`src/rtl/router_reg.sv`:
```
// Router datapath register stage: latches the header, forwards bytes to the FIFO,
// buffers a byte across FIFO-full stalls and checks packet parity.
module router_reg #(
  parameter int WIDTH = 8
) (
  input  logic             clock,
  input  logic             reset,
  input  logic             pkt_valid,
  input  logic [WIDTH-1:0] data_in,
  input  logic             fifo_full,
  input  logic             detect_add,
  input  logic             lfd_state,
  input  logic             ld_state,
  input  logic             laf_state,
  input  logic             full_state,
  input  logic             rst_int_reg,
  output logic [WIDTH-1:0] dout,
  output logic             parity_done,
  output logic             low_packet_valid,
  output logic             err
);

  logic [WIDTH-1:0] header_reg;
  logic [WIDTH-1:0] hold_reg;
  logic             hold_is_parity;
  logic [WIDTH-1:0] int_parity;
  logic [WIDTH-1:0] pkt_parity;
  logic             err_checked;
  logic             ld_active;
  logic             laf_active;

  // Strobe priority: detect_add > lfd_state > ld_state > laf_state > full_state.
  assign ld_active  = ld_state && !detect_add && !lfd_state;
  assign laf_active = laf_state && !detect_add && !lfd_state && !ld_state;

  always_ff @(posedge clock or posedge reset) begin
    if (reset) begin
      dout             <= '0;
      parity_done      <= 1'b0;
      low_packet_valid <= 1'b0;
      err              <= 1'b0;
      header_reg       <= '0;
      hold_reg         <= '0;
      hold_is_parity   <= 1'b0;
      int_parity       <= '0;
      pkt_parity       <= '0;
      err_checked      <= 1'b0;
    end else begin
      if (detect_add) begin
        if (pkt_valid && data_in[1:0] != 2'b11) header_reg <= data_in;
        int_parity  <= '0;
        pkt_parity  <= '0;
        parity_done <= 1'b0;
      end else if (lfd_state) begin
        dout       <= header_reg;
        int_parity <= int_parity ^ header_reg;
      end else if (ld_active) begin
        if (!fifo_full) begin
          dout <= data_in;
          if (pkt_valid) begin
            int_parity <= int_parity ^ data_in;
          end else begin
            pkt_parity  <= data_in;
            parity_done <= 1'b1;
          end
        end else begin
          // FIFO stalled: park the byte until LOAD_AFTER_FULL replays it.
          hold_reg       <= data_in;
          hold_is_parity <= ~pkt_valid;
        end
      end else if (laf_active) begin
        dout <= hold_reg;
        if (!parity_done) begin
          if (hold_is_parity) begin
            pkt_parity  <= hold_reg;
            parity_done <= 1'b1;
          end else begin
            int_parity <= int_parity ^ hold_reg;
          end
        end
      end

      if (detect_add) begin
        low_packet_valid <= 1'b0;
      end else if (ld_active && !pkt_valid) begin
        low_packet_valid <= 1'b1;
      end else if (rst_int_reg) begin
        low_packet_valid <= 1'b0;
      end

      // Parity is compared once, on the first cycle parity_done is visible.
      if (detect_add) begin
        err         <= 1'b0;
        err_checked <= 1'b0;
      end else if (parity_done && !err_checked) begin
        err         <= (int_parity != pkt_parity);
        err_checked <= 1'b1;
      end
    end
  end

endmodule

```
`config.mk`:
```
export PLATFORM = sky130hd
export DESIGN_NAME = router_reg
export DESIGN_NICKNAME = d
export VERILOG_FILES = /design/src/rtl/router_reg.sv
export SDC_FILE = /design/constraint.sdc
export NUM_CORES = 1
export LEC_CHECK = 0
export CAP_MARGIN = 20
export CORE_UTILIZATION = 46
export CTS_CLUSTER_DIAMETER = 50
export CTS_CLUSTER_SIZE = 40
export DETAILED_ROUTE_END_ITERATION = 10
export PLACE_DENSITY = 0.68
export SLEW_MARGIN = 20
export SYNTH_ARGS = -nofsm -noshare
export SYNTH_HDL_FRONTEND = slang
export SYNTH_SLANG_ARGS = --single-unit
```
`constraint.sdc`:
```
create_clock -name clock -period 5.3 [get_ports clock]
set_clock_uncertainty 0.2 [all_clocks]
set_input_delay 1.06 -clock clock [delete_from_list [all_inputs] [get_ports clock]]
set_output_delay 1.06 -clock clock [all_outputs]
set_load 0.01 [all_outputs]
```
# [Word-level counts from Yosys, hierarchy flattened]
# Index checks and enable logic that the tools add are counted.
[word_totals] ff_bits=45 in_bits=18 word_cells=87 out_inout_bits=11
[op_classes] bitwise=6 eq_ne=11 muxes=35 n_reduce_logical=25
[op_table] op="$mux 8" n=20
[op_table] op="$xor 8x8->8" n=3
[op_table] op="$mux 1" n=15
[op_table] op="$reduce_bool 3->1" n=4
[op_table] op="$ne 3x3->1 const B" n=3
[op_table] op="$logic_and 1x1->1" n=8
[op_table] op="$ne 4x3->1 const B" n=2
[op_table] op="$ne 4x4->1 const B" n=2
[op_table] op="$ne 8x8->1" n=1
[op_table] op="$reduce_and 4->1" n=2
[op_table] op="$reduce_and 6->1" n=1
[op_table] op="$logic_not 1->1" n=5
[op_table] op="$reduce_and 5->1" n=1
[op_table] op="$ne 2x2->1 const B" n=2
[op_table] op="$reduce_bool 4->1" n=1
[op_table] op="$ne 3x2->1 const B" n=1
[op_table] op="$not 1->1" n=3
[op_table] op="$reduce_and 3->1" n=1
[op_table] op="$reduce_and 2->1" n=1
[op_table] op="$reduce_bool 2->1" n=1

# [Depth between registers and ports, before layout]
[logic_depth] depth_word=8 mapped_depth=5

# [Worst setup path before layout]
# OpenSTA, ideal clock, no wires.
[synth_path] path_type="in2reg" startpoint="input port laf_state" endpoint="register int_parity[0]" t_arrival_ns=2.079 setup_ns=0.128 slack_ns=2.893 stages=4 cell_sequence="nor4b_1 nor4_2 a211oi_1 mux2_1"
[synth_between] elab_chain_len=5
[synth_lines] item="start: declaration" line="14" text="input logic laf_state,"
[synth_lines] item="$logic_and 1x1->1 (3 in a row)" line="34" text="assign laf_active = laf_state && !detect_add && !lfd_state && !ld_state;"
[synth_lines] item="$reduce_bool 4->1 (no line)"
[synth_lines] item="$reduce_and 5->1 (no line)"
[synth_lines] item="end signal: assignment" line="56" text="int_parity <= int_parity ^ header_reg;"
[synth_lines] item="end signal: assignment" line="61" text="int_parity <= int_parity ^ data_in;"
[synth_lines] item="end signal: assignment" line="78" text="int_parity <= int_parity ^ hold_reg;"
[synth_lines] item="end: declaration" line="26" text="logic [WIDTH-1:0] int_parity;"
# No other way between the ends.
# A chain may end at the register's enable or synchronous reset.

# [Worst setup path after layout]
[layout_path] startpoint="input port detect_add" endpoint="register hold_reg[0]"
[layout_between] elab_chain_len=4 elab_cells_between_ends=5
[layout_lines] item="start: declaration" line="11" text="input logic detect_add,"
[layout_lines] item="$logic_not 1->1" line="33" text="assign ld_active = ld_state && !detect_add && !lfd_state;"
[layout_lines] item="$logic_and 1x1->1 (2 in a row)" line="33"
[layout_lines] item="$reduce_and 4->1 (no line) *"
[layout_lines] item="end signal: assignment" line="68" text="hold_reg <= data_in;"
[layout_lines] item="end: declaration" line="24" text="logic [WIDTH-1:0] hold_reg;"
# Mark *: on every way between the ends. The rest lies on a longest branch, timed or not.

==> out/results.txt <==
status: finished, final reports clean
TritonCTS clock tree: built
vias per inst: 5.081
Clock transition at path regs: 0.08 ns
post-synthesis sequential area ratio: 49.81%
Pwr Total: 879.1 uW
Worst Hold Path EP: pkt_parity[0]$_DFFE_PP0P_
Overall Global Routing Usage: 19.36%
synth unique cells: 31
TritonCTS Sinks: 45
Hold Crit Class: reg2reg
DRC viols: 0
core area: 4723 um2
Num CTS Buffers: 5
Rel. slew slack: 32.17%
most common cell after layout, fill and taps aside: dfrtp_1
largest net degree at the start of global routing: 46
crit end category: register
H-tree depth: 2
Std-Cell Rows: 25
Final TNS setup: 0 ns
worst r2r dst: int_parity[1]$_DFFE_PP0P_
Slew Limit Fails: 0
#FFs+latches synth: 45
initial DRC count: 54
Syn. warnings: 0
Die Y: 72.11 um
Die X: 72.11 um
gr ovfl total: 0
synthesized area per cell: 11.19 um2
WL final: 4436 um
Root Buffer: clkbuf_8
I/O pin total: 29
Max-Cap Viols: 0
final setup vio count: 0
vias in the first global route: 1,530
VDD IR max: 0.2413 mV
initial core utilization: 47.87%
worst setup margin: 1.654 ns
worst slew pin tran: 1.016 ns
worst hold stages: 2
routed vias: 1,514
cell area power density: 326.8 nW/um2
RSZ-0062 raised after global routing: false
clk_lat worst skew: 0.30 ns
Longest Clk Path Bufs: 2
crit path max fanout: 33
initial antenna violation count: 0
reg2reg start: parity_done$_DFFE_PP0P_
first-pass GRT wire length: 7521 um
Layout Nets: 248
WP data required: 5.29 ns
Post-CTS Setup Inserts: 0
CTS resizes: 0
Syn Inst Count: 202
Ant. Diodes: 0
P&R area growth vs syn: 18.98%
Avg WL per Cell: 14.89 um
synthesized net count: 220
hold buffer count at cts: 0
Tmin final: 3.646 ns
most frequent cells in the layout: 45 x dfrtp_1, 29 x nor2_1, 28 x mux2_2
cell area after synthesis: 2261 um2
total die area: 5199 um2
GP Congestion: 0.7164
ratio of cells with drive above 1 in the final layout: 18.61%
kind of critical path: in2reg
fillcell total: 409
Data arrival, critical path: 3.63 ns
Lkg Pwr: 0.001191 uW
pre-CTS WS: 1.353 ns
FF-to-FF path depth: 4
dpl hpwl: 3008 um
FMAX: 274.2 MHz
I/O Buffers: 27
Hold Startpoint: pkt_parity[0]$_DFFE_PP0P_
flop2flop setup slack: 3.14 ns
fin util: 56.95%
antenna viol nets, final: 0
drt pass-1 iters: 4
Startpoint Class: input pin
final hold vios: 0
post-route insts no fill: 298
placed insts: 289
post-route clock period utilization: 68.80%
==> area by class of cell <==
type / count / area (um2) / area share (%)
clock buffers: 5 / 68.82 / 2.558
flip-flops and latches: 45 / 1126 / 41.86
inverters: 5 / 18.77 / 0.6977
clock inverters: 3 / 17.52 / 0.6512
well taps: 67 / 83.83 / 3.116
repair buffers: 30 / 305.3 / 11.35
multi-input cells: 143 / 1070 / 39.77
==> stage by stage <==
stage	hold slack [ns]	cell area, um2
2_1_floorplan	0.2610	2261
3_3_place_gp	0.2794	2584
5_1_grt	0.3197	2690
6_report	0.3010	2690
3_5_place_dp	0.2887	2584
4_1_cts	0.3080	2670
==> cell families (layout without fill, tap and decap cells) <==
kind of cell              after synthesis  in the layout  share of synthesized area (%)
and+or+nand+nor                        58             58                          12.56
DFF                                    45             45                          49.81
xor gates and xnor gates                8              8                          3.099
buffers and inverters                  14             43                          2.878
muxes                                  47             47                          22.47
AOI/OAI and AO/OA                      30             30                          9.187
==> routing by layer <==
layer,GRT usage [%],vias up,part of all wire [%]
met5,0,-,0
met4,7.407,0,2.0
met3,4.583,8,2.9
met2,29.70,19,46
met1,26.70,716,50
li1,-,771,-
==> critical path: stages <==
cell	delay, ns
clkdlybuf4s50_1	0.40
buf_4	0.24
nand2b_1	0.47
nor3b_1	0.82
buf_4	0.30
mux2_2	0.34
==> synthesized netlist by cell type <==
master | number | area [um2]
xnor2_1 | 5 | 43.79
mux2_1 | 2 | 22.52
mux2i_1 | 17 | 170.2
o31ai_1 | 8 | 60.06
or2b_1 | 1 | 7.510
buf_6 | 1 | 11.26
clkbuf_1 | 4 | 15.01
nor3b_1 | 1 | 7.510
nor4bb_1 | 1 | 10.01
nand2_1 | 10 | 37.54
nor4_2 | 1 | 12.51
o21ai_0 | 1 | 5.000
nor4b_1 | 2 | 17.52
and3b_1 | 1 | 8.760
a21oi_1 | 9 | 45.04
inv_1 | 5 | 18.77
nand2b_1 | 1 | 6.260
nor2b_1 | 8 | 50.05
dfrtp_1 | 45 | 1126
nor2_1 | 29 | 108.9
a211oi_1 | 8 | 60.06
mux2_2 | 28 | 315.3
nor3_1 | 1 | 5.000
a211oi_2 | 1 | 12.51
nand4_1 | 1 | 6.260
nor4_1 | 1 | 6.260
buf_2 | 4 | 20.02
a21oi_2 | 1 | 8.760
xor2_1 | 3 | 26.28
a311oi_1 | 1 | 8.760
a21o_1 | 1 | 7.510
==> how the worst max path moves through the flow <==
| stage | to | start | slack [ns] | depth (start not counted) |
|---|---|---|---|---|
| finish | hold_reg[0]$_DFFE_PP0P_ | detect_add | 1.65 | 6 |
| global route | hold_reg[0]$_DFFE_PP0P_ | detect_add | 1.59 | 6 |
| CTS | hold_reg[0]$_DFFE_PP0P_ | detect_add | 1.67 | 6 |
| detailed placement | hold_reg[6]$_DFFE_PP0P_ | detect_add | 1.35 | 6 |
| global placement | hold_reg[6]$_DFFE_PP0P_ | detect_add | 1.33 | 6 |
| floorplan | int_parity[0]$_DFFE_PP0P_ | laf_state | 2.89 | 4 |
==> power breakdown <==
group	internal (uW)	switching (uW)	leakage [uW]	total (uW)
Clock	91.1	119	0.0000439	210
Sequential	405	39.2	0.000559	444
Combinational	127	98.6	0.000588	225
Total	622	257	0.00119	879
Power figures use the tool's default switching activity.
